--- src/rtl/pwm_pkg.sv ---
// pwm_pkg: shared defaults and ramp FSM state encoding for the PWM duty path.
package pwm_pkg;
    localparam int DW_DEF            = 8;
    localparam int PERIOD_CYCLES_DEF = 4096;
    localparam int MAX_DUTY_DEF      = 240;
    typedef enum logic [1:0] {IDLE, RAMP_UP, RAMP_DOWN} ramp_state_e;
endpackage

--- src/rtl/pwm_period_tick.sv ---
// pwm_period_tick: free-running period counter with a registered pulse on the last clock of each period.
module pwm_period_tick import pwm_pkg::*; #(
    parameter int PERIOD_CYCLES = PERIOD_CYCLES_DEF
) (
    input  logic clk,
    input  logic rst,
    output logic period_tick
);
    localparam int CW = (PERIOD_CYCLES > 1) ? $clog2(PERIOD_CYCLES) : 1;
    localparam logic [CW-1:0] LAST = CW'(PERIOD_CYCLES - 1);
    logic [CW-1:0] cnt_q, cnt_d;
    logic          tick_q;
    assign cnt_d       = (cnt_q == LAST) ? '0 : cnt_q + 1'b1;
    assign period_tick = tick_q;
    // tick is registered from the next count so it is high exactly while the counter sits at LAST
    always_ff @(posedge clk or negedge rst) begin
        if (!rst) begin
            cnt_q  <= '0;
            tick_q <= 1'b0;
        end else begin
            cnt_q  <= cnt_d;
            tick_q <= (cnt_d == LAST);
        end
    end
endmodule

--- src/rtl/pwm_duty_ramp.sv ---
// pwm_duty_ramp: slews the PWM duty toward an accepted target by STEP once per period.
// Define PWM_DUTY_CLAMP_EN to limit accepted targets to MAX_DUTY.
module pwm_duty_ramp import pwm_pkg::*; #(
    parameter int DW            = DW_DEF,
    parameter int PERIOD_CYCLES = PERIOD_CYCLES_DEF,
    parameter int STEP          = 1,
    parameter int MAX_DUTY      = MAX_DUTY_DEF
) (
    input  logic          clk,
    input  logic          rst,
    input  logic [DW-1:0] tgt_duty,
    input  logic          tgt_valid,
    output logic          tgt_ready,
    output logic [DW-1:0] duty_out,
    output logic          period_tick,
    output logic          busy
);
    localparam logic [DW-1:0] STEP_N = DW'(STEP);
    ramp_state_e   state_q;
    logic [DW-1:0] duty_q, tgt_q, tgt_d;
    logic          ready_q, busy_q;
    logic [DW:0]   up_diff, dn_diff;

    pwm_period_tick #(.PERIOD_CYCLES(PERIOD_CYCLES)) u_tick (
        .clk         (clk),
        .rst         (rst),
        .period_tick (period_tick)
    );

`ifdef PWM_DUTY_CLAMP_EN
    localparam logic [DW-1:0] MAX_D = DW'(MAX_DUTY);
    assign tgt_d = (tgt_duty > MAX_D) ? MAX_D : tgt_duty;
`else
    logic unused_max;
    assign unused_max = ^MAX_DUTY;
    assign tgt_d      = tgt_duty;
`endif

    // one extra bit keeps the distance positive and the step comparison wrap-free
    assign up_diff   = {1'b0, tgt_q} - {1'b0, duty_q};
    assign dn_diff   = {1'b0, duty_q} - {1'b0, tgt_q};
    assign tgt_ready = ready_q;
    assign busy      = busy_q;
    assign duty_out  = duty_q;

    always_ff @(posedge clk or negedge rst) begin
        if (!rst) begin
            state_q <= IDLE;
            duty_q  <= '0;
            tgt_q   <= '0;
            ready_q <= 1'b1;
            busy_q  <= 1'b0;
        end else begin
            case (state_q)
                IDLE: if (tgt_valid) begin
                    tgt_q <= tgt_d;
                    if (tgt_d != duty_q) begin
                        state_q <= (tgt_d > duty_q) ? RAMP_UP : RAMP_DOWN;
                        ready_q <= 1'b0;
                        busy_q  <= 1'b1;
                    end
                end
                RAMP_UP: if (period_tick) begin
                    if (up_diff > {1'b0, STEP_N}) begin
                        duty_q <= duty_q + STEP_N;
                    end else begin
                        duty_q  <= tgt_q;
                        state_q <= IDLE;
                        ready_q <= 1'b1;
                        busy_q  <= 1'b0;
                    end
                end
                RAMP_DOWN: if (period_tick) begin
                    if (dn_diff > {1'b0, STEP_N}) begin
                        duty_q <= duty_q - STEP_N;
                    end else begin
                        duty_q  <= tgt_q;
                        state_q <= IDLE;
                        ready_q <= 1'b1;
                        busy_q  <= 1'b0;
                    end
                end
                default: begin
                    state_q <= IDLE;
                    ready_q <= 1'b1;
                    busy_q  <= 1'b0;
                end
            endcase
        end
    end
endmodule

--- config.mk ---
export PLATFORM = sky130hd
export DESIGN_NAME = pwm_duty_ramp
export DESIGN_NICKNAME = d
export VERILOG_FILES = /design/src/rtl/pwm_pkg.sv /design/src/rtl/pwm_period_tick.sv /design/src/rtl/pwm_duty_ramp.sv
export SDC_FILE = /design/constraint.sdc
export NUM_CORES = 1
export LEC_CHECK = 0
export BUFFER_PORTS_ARGS = -buffer_cell sky130_fd_sc_hd__buf_4
export CAP_MARGIN = 20
export CORE_MARGIN = 1.5
export CORE_UTILIZATION = 30
export CTS_BUF_LIST = sky130_fd_sc_hd__clkbuf_2 sky130_fd_sc_hd__clkbuf_4 sky130_fd_sc_hd__clkbuf_8
export DETAILED_ROUTE_END_ITERATION = 6
export HOLD_SLACK_MARGIN = 0.06
export PLACE_DENSITY_LB_ADDON = 0.05
export REMOVE_ABC_BUFFERS = 1
export SYNTH_ARGS = -nofsm -noshare
export SYNTH_HDL_FRONTEND = slang
export SYNTH_SLANG_ARGS = --single-unit
--- constraint.sdc ---
create_clock -name clk -period 3.3 [get_ports clk]
set_input_delay 0.825 -clock clk [delete_from_list [all_inputs] [get_ports clk]]
set_output_delay 0.825 -clock clk [all_outputs]
set_load 0.05 [all_outputs]
==> flow_summary.json, run 1 <==
{
  "outcome": "finished, violations left",
  "violations": "design-rule violations",
  "syn_avg_cell_area_sq_um": 8.22,
  "portBuffers": 21,
  "final_area_sq_um": 3250,
  "numCtsBuffers": 5,
  "ant_nets": 0,
  "antenna_cells": 0,
  "critPathCaptureType": "flip-flop",
  "syn_area_sq_um": 2760,
  "ys_seq_area_share_pct": 30.0,
  "critPathTopFamily": "compound AO/OA/AOI/OAI gates",
  "reg2reg_from": "duty_out[0]",
  "drc_errors": 1,
  "grt_overflow": 0,
  "worst-path-buf-inv": 1,
  "initial_core_util_pct": 31.4,
  "die_w_um": 98.9,
  "setup_viol_count_final": 0,
  "tns_ns": 0,
  "critPathSlowestCell": "fa_1",
  "dpl_cell_area_sq_um": 3100,
  "die_h_um": 98.9,
  "die_area_sq_um": 9790,
  "avgViaCountPerCell": 5.28,
  "fin_crit_ns": 3.07,
  "fill_cells": 944,
  "tightest_slew_ns": 0.726,
  "synthArstFlopShare_pct": 100,
  "ys_types": 59,
  "area_growth_pct": 17.9,
  "vias": 2517,
  "crit_start": "duty_out[0]",
  "fin_skew_ns": 0.00444,
  "power_density_nw_per_um2": 596,
  "h-tree-depth": 2,
  "final_common_cell": "buf_4",
  "arrival_ns": 3.26,
  "synthCells": 336,
  "nNetsFinal": 409,
  "antenna_found_initial": 0,
  "ys_ff_latch": 33,
  "reg2reg_depth": 11,
  "insertion_delay_ns": 0.29,
  "critPathMaxStageDelay_ns": 0.50,
  "grt_pass1_vias": 2393,
  "wire_per_inst_um": 16.0,
  "timing.final.max_slew_violations": 0,
  "dp_hpwl_um": 6060,
  "critPathLaunchType": "flip-flop",
  "drive_gt1_share_pct": 16.0,
  "drt-initial-drc-count": 114,
  "reg2reg_to": "duty_out[2]",
  "critical_path_class": "reg -> reg",
  "peakVddDrop_uv": 194,
  "cp_cell_sequence": "ha_1 > fa_1 > o21ai_0 > nor3b_1 > o2111ai_1 > a222oi_1 > buf_4 > a21o_2 > nor2_1 > o21a_1 > a311oi_1",
  "placementRows": 34,
  "dr.pass1.iters": 7,
  "grt_util_all_layers_pct": 16.4,
  "final-hold-violation-count": 0,
  "gp_congestion": 0.824,
  "coreArea_sq_um": 8810,
  "layout_common_cells": "buf_4, nand2_1, nor2_1, dfrtp_1, ha_1",
  "yosysWarningCount": 0,
  "root_buffer": "clkbuf_8",
  "fin_crit_sh_pct": 93.1,
  "cts_hold_buf": 0,
  "crit_fanout": 7,
  "slew_headroom_pct": 51.4,
  "cts_buffer_depth": 2,
  "clock_sinks": 33,
  "cp_data_required_time_ns": 3.49,
  "p_leak_nw": 1.43,
  "cts.clk_slew.worst_paths_ns": 0.07,
  "drv_cap": 0,
  "reg2reg_setup_slack_ns": 0.23,
  "grt_max_degree": 34,
  "min_path_type": "in -> async",
  "cts_tree": "yes",
  "totalWireLength_um": 7650,
  "fmax_ghz": 0.325,
  "grt_pass1_wl_um": 12600,
  "synthFlopType": "dfrtp_1",
  "io_pins": 22,
  "synth_edf_count": 0
}
-- area by class of cell --
class                      count  area, sq um  share of cell area, %
clock buffer                   7         90.1                   2.77
clock inverter                 1         30.0                  0.923
inverter                      25         93.8                   2.88
multi-input combinational    266         1800                   55.3
sequential                    33          828                   25.5
tap                          108          135                   4.15
timing repair buffer          37          278                   8.54
-- per-layer routing --
layer | GRT usage, % | wire length, um
met1 | 24.7 | 3970
met2 | 24.5 | 3280
met3 | 2.70 | 322
met4 | 3.63 | 74
met5 | 0 | 0
-- metrics by stage --
stage	hold slack, ns	util [%]	std cells	power [W]	setup WS [ns]
2_1_floorplan	0.458	-	324	0.00122	0.174
3_3_place_gp	0.473	35.2	466	0.00153	0.145
6_report	0.476	37.0	477	0.00194	0.227
3_5_place_dp	0.473	35.2	466	0.00152	0.132
5_1_grt	0.498	37.0	477	0.00209	-0.000274
4_1_cts	0.484	36.5	474	0.00194	0.0809
-- how the worst max path moves through the flow --
stage             endpoint  slack (ns)  cells after the start
2_1_floorplan  duty_out[2]        0.17                     11
3_3_place_gp   duty_out[5]        0.14                     11
3_5_place_dp   duty_out[5]        0.13                     11
4_1_cts        duty_out[2]        0.08                     11
5_1_grt        duty_out[2]     -0.0003                     11
6_report       duty_out[2]        0.23                     11
-- sequential cells by signal, summed over array words and instances, names as in the netlist --
signal / count
state_q: 2
busy: 1
u_tick.cnt_q: 12
duty_out: 8
u_tick.period_tick: 1
tgt_ready: 1
tgt_q: 8
-- report_power, final --
group          internal (W)  switching, W  total [W]  leakage (nW)
clock network      0.000255      0.000157   0.000411        0.0619
registers          0.000475     0.0000760   0.000551         0.421
logic              0.000401      0.000577   0.000978         0.948
-- cells by family after synthesis --
| kind of cell | Yosys count | share of synthesized area (%) |
|---|---|---|
| and+or+nand+nor | 129 | 23.1 |
| AOI/OAI and AO/OA | 93 | 22.7 |
| buffers and inverters | 37 | 5.57 |
| DFF | 33 | 30.0 |
| adders and majority gates | 30 | 14.1 |
| xor gates and xnor gates | 12 | 3.81 |
| muxes | 2 | 0.770 |
-- cells in the mapped netlist, drive strengths merged (3+ instances only) --
library cell	number	area share [%]
nor2b	6	1.4
nand4	5	1.1
clkbuf	9	1.2
xor2	3	0.95
buf	3	0.95
nor3	11	2.2
nand3	14	2.5
ha	28	13
o22ai	5	1.1
inv	25	3.4
a21o	5	1.4
nand2b	8	1.8
o21a	6	1.6
dfrtp	32	29
nor3b	3	0.82
o21ai	28	5.2
nor2	31	4.2
a31oi	5	1.1
o211ai	3	0.82
a21oi	15	3.1
xnor2	9	2.9
nand2	34	4.6
and3	7	1.8
-- what timing repair did --
item | 4_1_cts | 5_1_grt
setup buffers | 0 | 3
setup endpoints to repair | 0 | 6
resized for setup | 0 | 4
(Power assumes the default switching activity.)
==> inputs of run 2 (changes only) <==
--- a/config.mk
+++ b/config.mk
@@ -13,7 +13,6 @@
 export DETAILED_ROUTE_END_ITERATION = 6
 export HOLD_SLACK_MARGIN = 0.06
 export PLACE_DENSITY_LB_ADDON = 0.05
-export REMOVE_ABC_BUFFERS = 1
 export SYNTH_ARGS = -nofsm -noshare
 export SYNTH_HDL_FRONTEND = slang
 export SYNTH_SLANG_ARGS = --single-unit
==> flow_summary.json, run 2 (synthesized netlist as in run 1, its figures left out) <==
{
  "die_w_um": 98.9,
  "seqPwrFrac_pct": 28.5,
  "wire_per_inst_um": 16.3,
  "fin_crit_ns": 3.14,
  "ant_nets": 0,
  "die_area_sq_um": 9790,
  "combPwrFrac_pct": 47.9,
  "arrival_ns": 3.32,
  "setup_viol_count_final": 0,
  "largest_reg_flops": 12,
  "crit_fanout": 8,
  "whs_ns": 0.483,
  "coreArea_sq_um": 8810,
  "root_buffer": "clkbuf_8",
  "critical_path_class": "reg -> reg",
  "drv_cap": 0,
  "rsz0062_at_grt": "false",
  "gp_congestion": 0.800,
  "cts.clk_slew.worst_paths_ns": 0.07,
  "vias": 2474,
  "grt_pass1_wl_um": 12700,
  "antenna_cells": 0,
  "cts_hold_buf": 0,
  "grt_overflow": 0,
  "nNetsFinal": 407,
  "antenna_found_initial": 0,
  "area_growth_pct": 17.3,
  "portBuffers": 21,
  "final-hold-violation-count": 0,
  "dp_hpwl_um": 6100,
  "numCtsBuffers": 5,
  "power_density_nw_per_um2": 603,
  "drt-initial-drc-count": 123,
  "cts_tree": "yes",
  "placementRows": 34,
  "layout_common_cells": "buf_4, nand2_1, dfrtp_1",
  "p_leak_nw": 1.43,
  "drive_gt1_share_pct": 14.4,
  "final_area_sq_um": 3240,
  "io_pins": 22,
  "critPathCaptureType": "flip-flop",
  "tns_ns": 0,
  "h-tree-depth": 2,
  "tightest_slew_ns": 0.610,
  "clock_sinks": 33,
  "slew_headroom_pct": 59.3,
  "dpl_cell_area_sq_um": 3100,
  "top_register": "u_tick.cnt_q",
  "p_sw_share_pct": 41.3,
  "fin_crit_sh_pct": 95.1,
  "fin_skew_ns": 0.0115,
  "insertion_delay_ns": 0.29,
  "cts_resized": 0,
  "fmax_ghz": 0.319,
  "timing.final.max_slew_violations": 0,
  "initial_core_util_pct": 31.4,
  "placedCellCount": 467,
  "die_h_um": 98.9,
  "p_clk_share_pct": 23.6,
  "cp_data_required_time_ns": 3.48,
  "finalNonFillerCells": 475,
  "switching_power_w": 0.000807,
  "p_int_w": 0.00115,
  "dr.pass1.iters": 4,
  "fill_cells": 909,
  "drc_errors": 0,
  "syn_nets": 377,
  "grt_pass1_vias": 2509,
  "outcome": "finished clean",
  "grt_util_all_layers_pct": 16.6,
  "postCtsSetupBuffers": 0,
  "min_path_type": "in -> async",
  "critPathLaunchType": "flip-flop",
  "grt_max_degree": 34,
  "cts_buffer_depth": 2,
  "peakVddDrop_uv": 179,
  "final_common_cell": "buf_4",
  "totalWireLength_um": 7730,
  "avgViaCountPerCell": 5.21,
  "finish.utilization_pct": 36.8
}
[run 2: cell type report]
class	instances	area (sq um)	share of cell area (%)
inverter	25	93.8	2.90
clock buffer	5	68.8	2.13
clock inverter	3	65.1	2.01
multi-input combinational	266	1790	55.1
timing repair buffer	35	263	8.11
tap	108	135	4.17
sequential	33	827	25.5
[run 2: stage by stage]
step	worst slack, ns	total power [W]
finish	0.161	0.00195
global route	0.00995	0.00210
CTS	0.186	0.00197
detailed placement	0.212	0.00149
global placement	0.249	0.00149
floorplan	0.219	0.00125
[run 2: worst paths after layout]
check	cells after the start	start	endpoint	slack (ns)
min in group clk	2	tgt_ready	tgt_ready	0.49
max in group asynchronous	1	rst	tgt_ready	2.46
hold reg to reg	2	tgt_ready	tgt_ready	0.49
hold / removal	1	rst	u_tick.cnt_q[2]	0.48
setup reg to reg	10	duty_out[0]	duty_out[2]	0.16
setup / recovery	10	duty_out[0]	duty_out[2]	0.16
[run 2: power groups by stage]
stage                     registers, W  clock network, W  logic [W]
after global placement        0.000566                 0   0.000927
after CTS                     0.000554          0.000475   0.000937
final                         0.000556          0.000461   0.000935
after global routing          0.000566          0.000492    0.00104
after floorplan               0.000559                 0   0.000693
after detailed placement      0.000563                 0   0.000931
[run 2: per-layer routing]
layer  GRT usage, %  vias up  routed length [um]
met5              0        -                   0
met4           5.60        0                 147
met3           2.34       12                 126
met2           28.8       24                3750
met1           21.0     1178                3710
li1               -     1260                   -
[run 2: worst max-delay path, stage by stage, from the launching register on]
cell       delay [ns]
dfrtp_1          0.38
buf_4            0.16
ha_1             0.23
fa_1             0.49
o21ai_0          0.11
nor3b_1          0.20
o2111ai_1        0.19
a222oi_1         0.45
a21oi_1          0.28
a22o_1           0.26
a311oi_1         0.28
==> inputs of run 3 (changes only) <==
--- a/config.mk
+++ b/config.mk
@@ -9,10 +9,9 @@
 export CAP_MARGIN = 20
 export CORE_MARGIN = 1.5
 export CORE_UTILIZATION = 30
-export CTS_BUF_LIST = sky130_fd_sc_hd__clkbuf_2 sky130_fd_sc_hd__clkbuf_4 sky130_fd_sc_hd__clkbuf_8
 export DETAILED_ROUTE_END_ITERATION = 6
 export HOLD_SLACK_MARGIN = 0.06
-export PLACE_DENSITY_LB_ADDON = 0.05
+export PLACE_DENSITY = 0.44
 export SYNTH_ARGS = -nofsm -noshare
 export SYNTH_HDL_FRONTEND = slang
 export SYNTH_SLANG_ARGS = --single-unit
==> flow_summary.json, run 3 (synthesized netlist as in run 1, its figures left out) <==
{
  "outcome": "finished, violations left",
  "violations": "design-rule violations",
  "critical_path_class": "reg -> reg",
  "grt_pass1_vias": 2530,
  "antenna_cells": 0,
  "final_area_sq_um": 3250,
  "die_area_sq_um": 9790,
  "reg2reg_setup_slack_ns": 0.27,
  "power_density_nw_per_um2": 606,
  "clock_sinks": 33,
  "crit_fanout": 10,
  "peakVddDrop_uv": 188,
  "dp_hpwl_um": 5880,
  "layout_common_cells": "buf_4, nand2_1, dfrtp_1",
  "die_w_um": 98.9,
  "final_common_cell": "buf_4",
  "wire_per_inst_um": 16.1,
  "power_w": 0.00197,
  "nNetsFinal": 408,
  "ant_nets": 0,
  "largest_reg_flops": 12,
  "drive_gt1_share_pct": 14.9,
  "fill_cells": 893,
  "vias": 2536,
  "coreArea_sq_um": 8810,
  "totalWireLength_um": 7660,
  "area_growth_pct": 17.7,
  "critPathLaunchType": "flip-flop",
  "numCtsBuffers": 5,
  "min_path_type": "in -> async",
  "fin_crit_sh_pct": 91.8,
  "fin_crit_ns": 3.03,
  "syn_nets": 377,
  "setup_viol_count_final": 0,
  "grt_overflow": 0,
  "placementRows": 34,
  "insertion_delay_ns": 0.29,
  "tns_ns": 0,
  "cts_tree": "yes",
  "tightest_slew_ns": 0.587,
  "cts_buffer_depth": 2,
  "initial_core_util_pct": 31.4,
  "root_buffer": "clkbuf_8",
  "cp_data_required_time_ns": 3.46,
  "fmax_ghz": 0.330,
  "grt_util_all_layers_pct": 16.3,
  "p_clk_share_pct": 23.4,
  "top_register": "u_tick.cnt_q",
  "switching_power_w": 0.000812,
  "dpl_cell_area_sq_um": 3090,
  "fin_skew_ns": 0.00747,
  "slew_headroom_pct": 60.2,
  "combPwrFrac_pct": 48.4,
  "p_leak_nw": 1.43,
  "finish.utilization_pct": 36.9,
  "drt-initial-drc-count": 141,
  "dr.pass1.iters": 6,
  "grt_max_degree": 34,
  "avgViaCountPerCell": 5.33,
  "arrival_ns": 3.19,
  "timing.final.max_slew_violations": 0,
  "die_h_um": 98.9,
  "final-hold-violation-count": 0,
  "cts.clk_slew.worst_paths_ns": 0.07,
  "p_sw_share_pct": 41.3,
  "h-tree-depth": 2,
  "rsz0062_at_grt": "false",
  "drv_cap": 0,
  "io_pins": 22,
  "portBuffers": 21,
  "seqPwrFrac_pct": 28.2,
  "drc_errors": 1,
  "p_int_w": 0.00116,
  "antenna_found_initial": 0,
  "grt_pass1_wl_um": 12700,
  "whs_ns": 0.486,
  "regArea_sq_um": 827,
  "gp_congestion": 0.802,
  "critPathCaptureType": "flip-flop",
  "multi_input_area_sq_um": 1790
}
## run 3: per-stage QoR
stage	instances	setup WS (ns)
global placement	465	0.0618
global route	476	0.0108
finish	476	0.270
CTS	473	0.0486
floorplan	336	0.219
detailed placement	465	0.0771
## run 3: critical path, cell delays in order, from the launching register on
cell	delay (ns)
dfrtp_1	0.37
buf_4	0.15
inv_1	0.10
ha_1	0.24
fa_1	0.41
or2b_1	0.23
a21oi_1	0.16
mux2i_1	0.22
o311ai_1	0.20
o21ai_2	0.18
buf_4	0.18
nand2_1	0.16
o32ai_1	0.19
a221oi_2	0.11
## run 3: cell type report
| class | instances | share of cell area [%] |
|---|---|---|
| repair buffers | 36 | 8.32 |
| well taps | 108 | 4.16 |
| inverters | 25 | 2.89 |
| multi-input cells | 266 | 55.1 |
| flip-flops and latches | 33 | 25.5 |
| clock inverters | 3 | 2.00 |
| clock buffers | 5 | 2.12 |
## run 3: final timing paths
kind | depth (start not counted) | start | to
worst max-delay path | 13 | duty_out[0] | duty_out[4]
worst min-delay path | 1 | rst | u_tick.cnt_q[2]
worst max register to register | 13 | duty_out[0] | duty_out[4]
worst min register to register | 2 | tgt_ready | tgt_ready
max in group asynchronous | 1 | rst | tgt_ready
min in group clk | 2 | tgt_ready | tgt_ready
## run 3: what timing repair did
item | 4_1_cts | 5_1_grt
resized for setup | 0 | 1
hold buffers | 0 | 0
setup buffers | 0 | 3
setup endpoints to repair | 0 | 6
## run 3: power groups by stage
stage	Clock [W]	Sequential, W	Combinational, W
after floorplan	0	0.000559	0.000693
after global placement	0	0.000564	0.000933
after detailed placement	0	0.000563	0.000928
after CTS	0.000474	0.000555	0.000932
after global routing	0.000487	0.000569	0.00106
final	0.000461	0.000554	0.000953
## run 3: layer usage
metal	track usage (%)	wire, um
met1	21.4	3630
met2	28.1	3780
met3	2.48	168
met4	4.29	82
met5	0	0
